===== config.mk =====
export PLATFORM = sky130hd
export DESIGN_NAME = packet_fifo_drain
export DESIGN_NICKNAME = d
export VERILOG_FILES = /design/src/rtl/packet_fifo_drain.sv
export SDC_FILE = /design/constraint.sdc
export NUM_CORES = 1
export LEC_CHECK = 0
export CORE_MARGIN = 2
export CORE_UTILIZATION = 25
export CTS_CLUSTER_SIZE = 28
export DETAILED_ROUTE_END_ITERATION = 8
export PLACE_DENSITY = 0.49
export RECOVER_POWER = 100
export REMOVE_ABC_BUFFERS = 1
export SLEW_MARGIN = 40
export SYNTH_ARGS = -nofsm -noshare
export SYNTH_HDL_FRONTEND = slang
export SYNTH_SLANG_ARGS = --single-unit

===== constraint.sdc =====
create_clock -name clkw -period 5.3 [get_ports clkw]
set_input_delay 1.59 -clock clkw [delete_from_list [all_inputs] [get_ports clkw]]
set_output_delay 1.59 -clock clkw [all_outputs]
set_load 0.01 [all_outputs]

===== src/rtl/packet_fifo_drain.sv =====
// Read-side drain controller for the byte-wide packet FIFO: pops only committed packets,
// hides the registered BRAM read latency behind a 2-entry buffer and enforces an inter-packet gap.
module packet_fifo_drain #(
    parameter int CNT_W      = 9,
    parameter int IFG_CYCLES = 12
) (
    input  logic             clkw,
    input  logic             rst_n,
    input  logic             i_pkt_commit,
    input  logic             i_fifo_empty,
    input  logic [7:0]       i_fifo_do,
    input  logic             i_fifo_eod,
    output logic             o_fifo_re,
    output logic [7:0]       o_tx_data,
    output logic             o_tx_valid,
    output logic             o_tx_last,
    input  logic             i_tx_ready,
    output logic [CNT_W-1:0] o_pkt_avail,
    output logic             o_ovf_err
);

    localparam int GAP_W = (IFG_CYCLES > 1) ? $clog2(IFG_CYCLES + 1) : 1;
    localparam logic [CNT_W-1:0] CNT_ONE  = CNT_W'(1);
    localparam logic [CNT_W-1:0] CNT_TWO  = CNT_W'(2);
    localparam logic [GAP_W-1:0] GAP_ONE  = GAP_W'(1);
    localparam logic [GAP_W-1:0] GAP_LOAD = GAP_W'(IFG_CYCLES);
    localparam bit               GAP_EN   = (IFG_CYCLES > 0);

    typedef enum logic [0:0] {
        ST_SEND = 1'b0,
        ST_GAP  = 1'b1
    } state_t;

    logic [CNT_W-1:0] r_pkt_avail;
    logic             r_ovf_err;
    logic             r_inflight;
    logic [7:0]       r_buf_data [2];
    logic [1:0]       r_buf_eod;
    logic             r_buf_rd_ptr;
    logic             r_buf_wr_ptr;
    logic [1:0]       r_buf_cnt;
    state_t           r_state;
    logic [GAP_W-1:0] r_gap_cnt;

    logic             w_push;
    logic             w_pop;
    logic             w_tx_valid;
    logic             w_head_eod;
    logic             w_ret_eod;
    logic             w_avail_max;
    logic             w_avail_nz;
    logic             w_avail_ge2;
    logic [1:0]       w_slots_used;
    logic             w_fifo_re;

    assign w_push      = r_inflight;
    assign w_tx_valid  = (r_state == ST_SEND) && (r_buf_cnt != 2'd0);
    assign w_pop       = w_tx_valid & i_tx_ready;
    assign w_head_eod  = r_buf_eod[r_buf_rd_ptr];
    assign w_ret_eod   = r_inflight & i_fifo_eod;
    assign w_avail_max = &r_pkt_avail;
    assign w_avail_nz  = (r_pkt_avail != {CNT_W{1'b0}});
    assign w_avail_ge2 = (r_pkt_avail >= CNT_TWO);

    // A byte leaving the buffer this cycle frees its slot for the word being requested now,
    // which is what lets a multi-packet backlog stream at one byte per clock.
    assign w_slots_used = r_buf_cnt + {1'b0, r_inflight} - {1'b0, w_pop};

    // Back-to-back reads only when a second committed packet guarantees the next word is committed too.
    assign w_fifo_re = ~i_fifo_empty && w_avail_nz && (w_slots_used < 2'd2) &&
                       (~r_inflight || w_avail_ge2);

    assign o_fifo_re   = w_fifo_re;
    assign o_tx_valid  = w_tx_valid;
    assign o_tx_data   = r_buf_data[r_buf_rd_ptr];
    assign o_tx_last   = w_tx_valid & w_head_eod;
    assign o_pkt_avail = r_pkt_avail;
    assign o_ovf_err   = r_ovf_err;

    // Committed-packet counter and sticky overflow flag.
    always_ff @(posedge clkw or negedge rst_n) begin
        if (!rst_n) begin
            r_pkt_avail <= {CNT_W{1'b0}};
            r_ovf_err   <= 1'b0;
        end else begin
            case ({i_pkt_commit, w_ret_eod})
                2'b10: begin
                    if (!w_avail_max) begin
                        r_pkt_avail <= r_pkt_avail + CNT_ONE;
                    end else begin
                        r_pkt_avail <= r_pkt_avail;
                    end
                end
                2'b01:   r_pkt_avail <= r_pkt_avail - CNT_ONE;
                default: r_pkt_avail <= r_pkt_avail;
            endcase
            if (i_pkt_commit && w_avail_max) begin
                r_ovf_err <= 1'b1;
            end else begin
                r_ovf_err <= r_ovf_err;
            end
        end
    end

    // Tracks the single outstanding BRAM read whose data returns next cycle.
    always_ff @(posedge clkw or negedge rst_n) begin
        if (!rst_n) begin
            r_inflight <= 1'b0;
        end else begin
            r_inflight <= w_fifo_re;
        end
    end

    // Two-entry {data, eod} return buffer; push and pop may coincide.
    always_ff @(posedge clkw or negedge rst_n) begin
        if (!rst_n) begin
            r_buf_data[0] <= 8'h00;
            r_buf_data[1] <= 8'h00;
            r_buf_eod     <= 2'b00;
            r_buf_rd_ptr  <= 1'b0;
            r_buf_wr_ptr  <= 1'b0;
            r_buf_cnt     <= 2'd0;
        end else begin
            if (w_push) begin
                r_buf_data[r_buf_wr_ptr] <= i_fifo_do;
                r_buf_eod[r_buf_wr_ptr]  <= i_fifo_eod;
                r_buf_wr_ptr             <= ~r_buf_wr_ptr;
            end else begin
                r_buf_wr_ptr <= r_buf_wr_ptr;
            end
            if (w_pop) begin
                r_buf_rd_ptr <= ~r_buf_rd_ptr;
            end else begin
                r_buf_rd_ptr <= r_buf_rd_ptr;
            end
            case ({w_push, w_pop})
                2'b10:   r_buf_cnt <= r_buf_cnt + 2'd1;
                2'b01:   r_buf_cnt <= r_buf_cnt - 2'd1;
                default: r_buf_cnt <= r_buf_cnt;
            endcase
        end
    end

    // Output FSM: SEND streams the buffer head, GAP holds tx_valid low for the inter-packet gap.
    always_ff @(posedge clkw or negedge rst_n) begin
        if (!rst_n) begin
            r_state   <= ST_SEND;
            r_gap_cnt <= {GAP_W{1'b0}};
        end else begin
            case (r_state)
                ST_SEND: begin
                    if (w_pop && w_head_eod && GAP_EN) begin
                        r_state   <= ST_GAP;
                        r_gap_cnt <= GAP_LOAD;
                    end else begin
                        r_state   <= ST_SEND;
                        r_gap_cnt <= r_gap_cnt;
                    end
                end
                ST_GAP: begin
                    if (r_gap_cnt <= GAP_ONE) begin
                        r_state   <= ST_SEND;
                        r_gap_cnt <= {GAP_W{1'b0}};
                    end else begin
                        r_state   <= ST_GAP;
                        r_gap_cnt <= r_gap_cnt - GAP_ONE;
                    end
                end
                default: begin
                    r_state   <= ST_SEND;
                    r_gap_cnt <= {GAP_W{1'b0}};
                end
            endcase
        end
    end

endmodule

### After elaboration in Yosys (flattened, before gate mapping)

Index checks and enable logic that the tools add are counted.

| storage, ports and cells | value |
|---|---|
| register bits after elaboration | 38 |
| logic and storage cells | 78 |

| cells by class | value |
|---|---|
| multiplexer cells | 20 |
| $add $sub $neg | 7 |
| bitwise gates (word level) | 10 |
| eq/ne operators | 6 |
| reductions and logical operators | 15 |
| $lt $le $gt $ge | 9 |

Operators by type and width:

| kind | number |
|---|---|
| 8-bit two-way mux | 4 |
| 9-bit one-hot mux with 2 select lines | 1 |
| 16-bit bitwise mux | 1 |
| 9-bit by 1-bit adder with 9-bit output, second input constant | 1 |
| 9-bit by 2-bit >= comparator with 1-bit output, second input constant | 1 |
| 9-bit two-way mux | 1 |
| 9-bit AND reduction | 1 |
| 9-bit nonzero test | 1 |
| 9-bit by 1-bit subtractor with 9-bit output, second input constant | 1 |
| 8-bit demux with 1-bit select | 1 |
| 1-bit logical AND | 8 |
| 4-bit two-way mux | 2 |
| 4-bit one-hot mux with 2 select lines | 1 |
| 2-bit nonzero test | 3 |
| 1-bit two-way mux | 5 |
| 1-bit NOT | 5 |
| 2-bit by 1-bit equality test with 1-bit output, second input constant | 2 |
| 2-bit equality test, second input constant | 2 |
| 2-bit >= comparator, second input constant | 2 |
| 4-bit by 1-bit less-or-equal comparator with 1-bit output, second input constant | 1 |
| 1-bit by 2-bit less-than comparator with 1-bit output, second input constant | 2 |
| 1-bit NOT with 2-bit output | 2 |
| 2-bit one-hot mux with 2 select lines | 1 |
| 4-bit by 1-bit subtractor with 4-bit output, second input constant | 1 |
| 15 further kinds | 17 |

### Depth between registers and ports, before layout

| logic depth | value |
|---|---|
| depth in word-level cells | 7 |
| mapped depth | 9 |
| mapped depth without buffers | 7 |

### Worst setup path before layout

Ideal clock, no wire load.

| timing path | value |
|---|---|
| path type | input port to output port |
| start | input port i_tx_ready |
| end | output port o_fifo_re |
| arrival | 2.750 ns |
| required time | 3.710 ns |
| path slack | 0.960 ns |
| cell stages on the path | 6 |
| path buffers | 0 |
| cells stage by stage | inv_1 > nor3_1 > ha_1 > nor2_1 > xnor2_1 > nor3_1 |

| on the way | value |
|---|---|
| cells in the longest elaborated chain, start to end | 5 |

RTL lines:

| what | RTL line | source |
|---|---|---|
| start: declaration | 17 | `input logic i_tx_ready,` |
| 1-bit bitwise AND | 58 | `assign w_pop = w_tx_valid & i_tx_ready;` |
| named net w_pop | 46 | `logic w_pop;` |
| 2-bit by 1-bit subtractor with 2-bit output | 67 | `assign w_slots_used = r_buf_cnt + {1'b0, r_inflight} - {1'b0, w_pop};` |
| 2-bit less-than comparator | 70 | `assign w_fifo_re = ~i_fifo_empty && w_avail_nz && (w_slots_used < 2'd2) &&` |
| 1-bit logical AND (2 in series) | 70 |  |
| end: declaration | 13 | `output logic o_fifo_re,` |

The timed path passes the listed nets, and every way through them passes these cells.

### Final worst setup path

Same ends and word-level chain as after synthesis.

==> summary.txt <==
Worst hold path
  – Hold Startpoint: o_ovf_err
  – Hold Path Stages: 1
  – Worst hold path type: reg -> reg

Finish
  – Antenna cells: 0
  – Commonest non-fill, non-tap cell in the layout: dfrtp_1
  – Most frequent cells in the layout: dfrtp_1 (38), dlygate4sd3_1 (31), mux2_1 (27)
  – Post-route cell area: 0.002550 sq mm
  – Nets: 221
  – Fraction of layout cells with a size suffix above 1: 9.852%
  – Layout Area Growth over Synthesis: 26.51%
  – Fillers: 814
  – Fin cells: 305

Placed design
  – Detailed Place HPWL: 2875 um
  – Dpl cell area: 0.002436 sq mm
  – Placer Congestion: 0.7362
  – IO buf count: 34
  – Placed Cells: 297

Clock network
  – CTS tree: yes
  – Post-CTS Repair Setup Buffers: 0
  – Worst skew pair latency: 0.29 ns
  – Hold-fix buffers at CTS: 0
  – CTS sink cnt: 38
  – Clock transition at path regs: 0.08 ns
  – Max Root-Sink Buffers: 2
  – # H-tree levels: 2
  – CTS Root Cell: clkbuf_8
  – Inserted Clock Buffers: 5

Critical path
  – Crit Path Class: in -> out
  – Crit path max-delay family: buffers and inverters
  – Crit-path most repeated cell: nor3_1
  – Slowest stage delay, CP: 0.54 ns
  – FF-to-FF End: o_pkt_avail[6]
  – Critical Path Sink: o_fifo_re
  – R2R setup slack: 2.96 ns
  – CP Launch Point: i_tx_ready
  – Stages on the worst setup path: 8
  – R2R depth: 7
  – Worst setup EP type: output port
  – Worst R2R Start: r_inflight
  – Buf+Inv Stages, Crit Path: 3
  – Crit Path Max Fanout: 2
  – CP cell instances: dlygate4sd3_1, inv_1, nor3_1, ha_1, nor2_1, xnor2_1, nor3_1, dlymetal6s2s_1
  – Crit path launch type: primary input
  – CP max-delay cell: dlygate4sd3_1
  – Crit path DAT: 3.31 ns
  – Worst Path Required: 3.71 ns

Route
  – Wire per inst: 13.47 um
  – Routed Antenna Nets: 0
  – Drc violations: 0
  – Final WL: 4108 um
  – Drt via density: 4.495
  – DR iter-0 viols: 49
  – Routed via count: 1371
  – Pre-Repair DR Iteration Count: 4

Timing
  – Fin crit share: 92.50%
  – RSZ-0062 raised after global routing: no
  – F_max: 204.0 MHz
  – Setup TNS: 0 ns
  – Slew margin rel.: -39.92%
  – Slew @ Worst Pin: 2.099 ns
  – Max Slew Vio Count: 39
  – # setup viols final: 0
  – Setup Skew: 0.004626 ns
  – Final count of hold timing violations: 0
  – Fin crit period: 4.903 ns

Floorplanning
  – Core Footprint: 0.007767 sq mm
  – Die Height: 93.79 um
  – Die X: 93.79 um
  – I/O pin cnt: 35
  – Initial Util: 25.95%
  – Num rows: 32
  – DIE AREA: 0.008797 sq mm

Power
  – PwrDens: 597.0 mW/mm^2
  – Peak supply drop: 194.5 uV
  – LEAKAGE: 1.043 nW

Yosys
  – YS warnings: 0
  – Netlist cell types: 46
  – Syn_area_per_cell: 12.00 sq um
  – Sequential area share after synthesis: 47.18%
  – Gate Count Post-Synth: 168
  – Main synth FF type: dfrtp_1
  – Yosys reg bits: 38
  – Synthesized area: 0.002016 sq mm
  – Async set-reset flop share out of synthesis: 100.0%
  – EDFF count, synth: 0

Global routing
  – First-pass GRT wire length: 7210 um
  – Largest net degree at the start of global routing: 39
  – Congestion Overflow GR: 0
  – Number of global-route vias before repair: 1451
  – GRT Overall Usage: 10.47%
  – Initial antenna violation count: 0

Run
  – Max-cap violation count: 1

Status
  – Status: finished, violations left
  – Failing checks: max-capacitance violations, max-slew violations
report_power, final:
group	internal (mW)	leakage (nW)	switching (mW)
clock	0.189	0.0683	0.110
combinational	0.341	0.523	0.283
sequential	0.433	0.452	0.167
flip-flops by register name, summed over array words and instances, names as in the netlist, 2 cells and up:
register     cells
r_buf_data      16
r_buf_cnt        2
o_pkt_avail      9
r_buf_eod        2
r_gap_cnt        4
layer usage:
layer	up-vias	wire length (um)	GRT usage, %
met5	-	0	0
met4	0	50	3.502
met3	4	192	2.809
met2	31	1937	16.85
met1	663	1928	13.62
li1	673	-	-
worst min-delay path by stage:
stage                endpoint  slack, ns
2_1_floorplan  r_buf_data[10]       0.45
3_3_place_gp   r_buf_data[14]       0.46
3_5_place_dp        o_ovf_err       0.46
4_1_cts             o_ovf_err       0.48
5_1_grt             o_ovf_err       0.50
6_report            o_ovf_err       0.47
per-stage QoR:
step	worst slack, ns	hold slack, ns	util (%)	power (mW)
floorplan	0.9596	0.4503	-	0.9798
global placement	0.08901	0.4594	31.33	1.283
detailed placement	0.02875	0.4572	31.36	1.288
CTS	0.02329	0.4779	33.13	1.599
global route	0.2534	0.5016	32.83	1.657
finish	0.3973	0.4654	32.83	1.522
repair_timing:
item	in CTS	in global routing
resized for setup	0	2
setup endpoints to repair	0	1
endpoints found under the hold margin	0	0
Yosys cell counts, drive strengths merged (2+ instances only):
library cell,instances,share of area (%)
nor2,6,1.4
nor4,5,2.9
a21oi,3,0.74
nand2,7,1.3
o21ai,6,1.5
and4,2,1.1
ha,5,3.1
nor3,8,2.5
xnor2,13,5.6
buf,6,2.2
inv,9,1.7
dfrtp,38,47
mux2,27,15
o22ai,3,0.93
a2111oi,2,0.99
and3,2,0.62
clkbuf,2,0.37
a31oi,2,1.4
xor2,3,1.3
nand3,2,0.50
or4,2,0.93
final cells by class:
class	count	area (sq um)	area share, %
clock inverter	3	68.82	2.699
tap	102	127.6	5.005
clock buffer	5	68.82	2.699
sequential	38	950.9	37.29
timing repair buffer	35	340.3	13.35
multi-input combinational	113	959.7	37.63
inverter	9	33.78	1.325
kinds of logic after synthesis:
logic type      count (synthesis)  share of synthesized area [%]
compound gates                 23                          8.939
flops                          38                          47.18
simple gates                   41                          13.97
mux                            28                          15.58
fa+ha+maj                       5                          3.104
xor+xnor                       16                          6.952
buf+inv                        17                          4.283
Note: power is estimated with default switching activity, not from simulation.
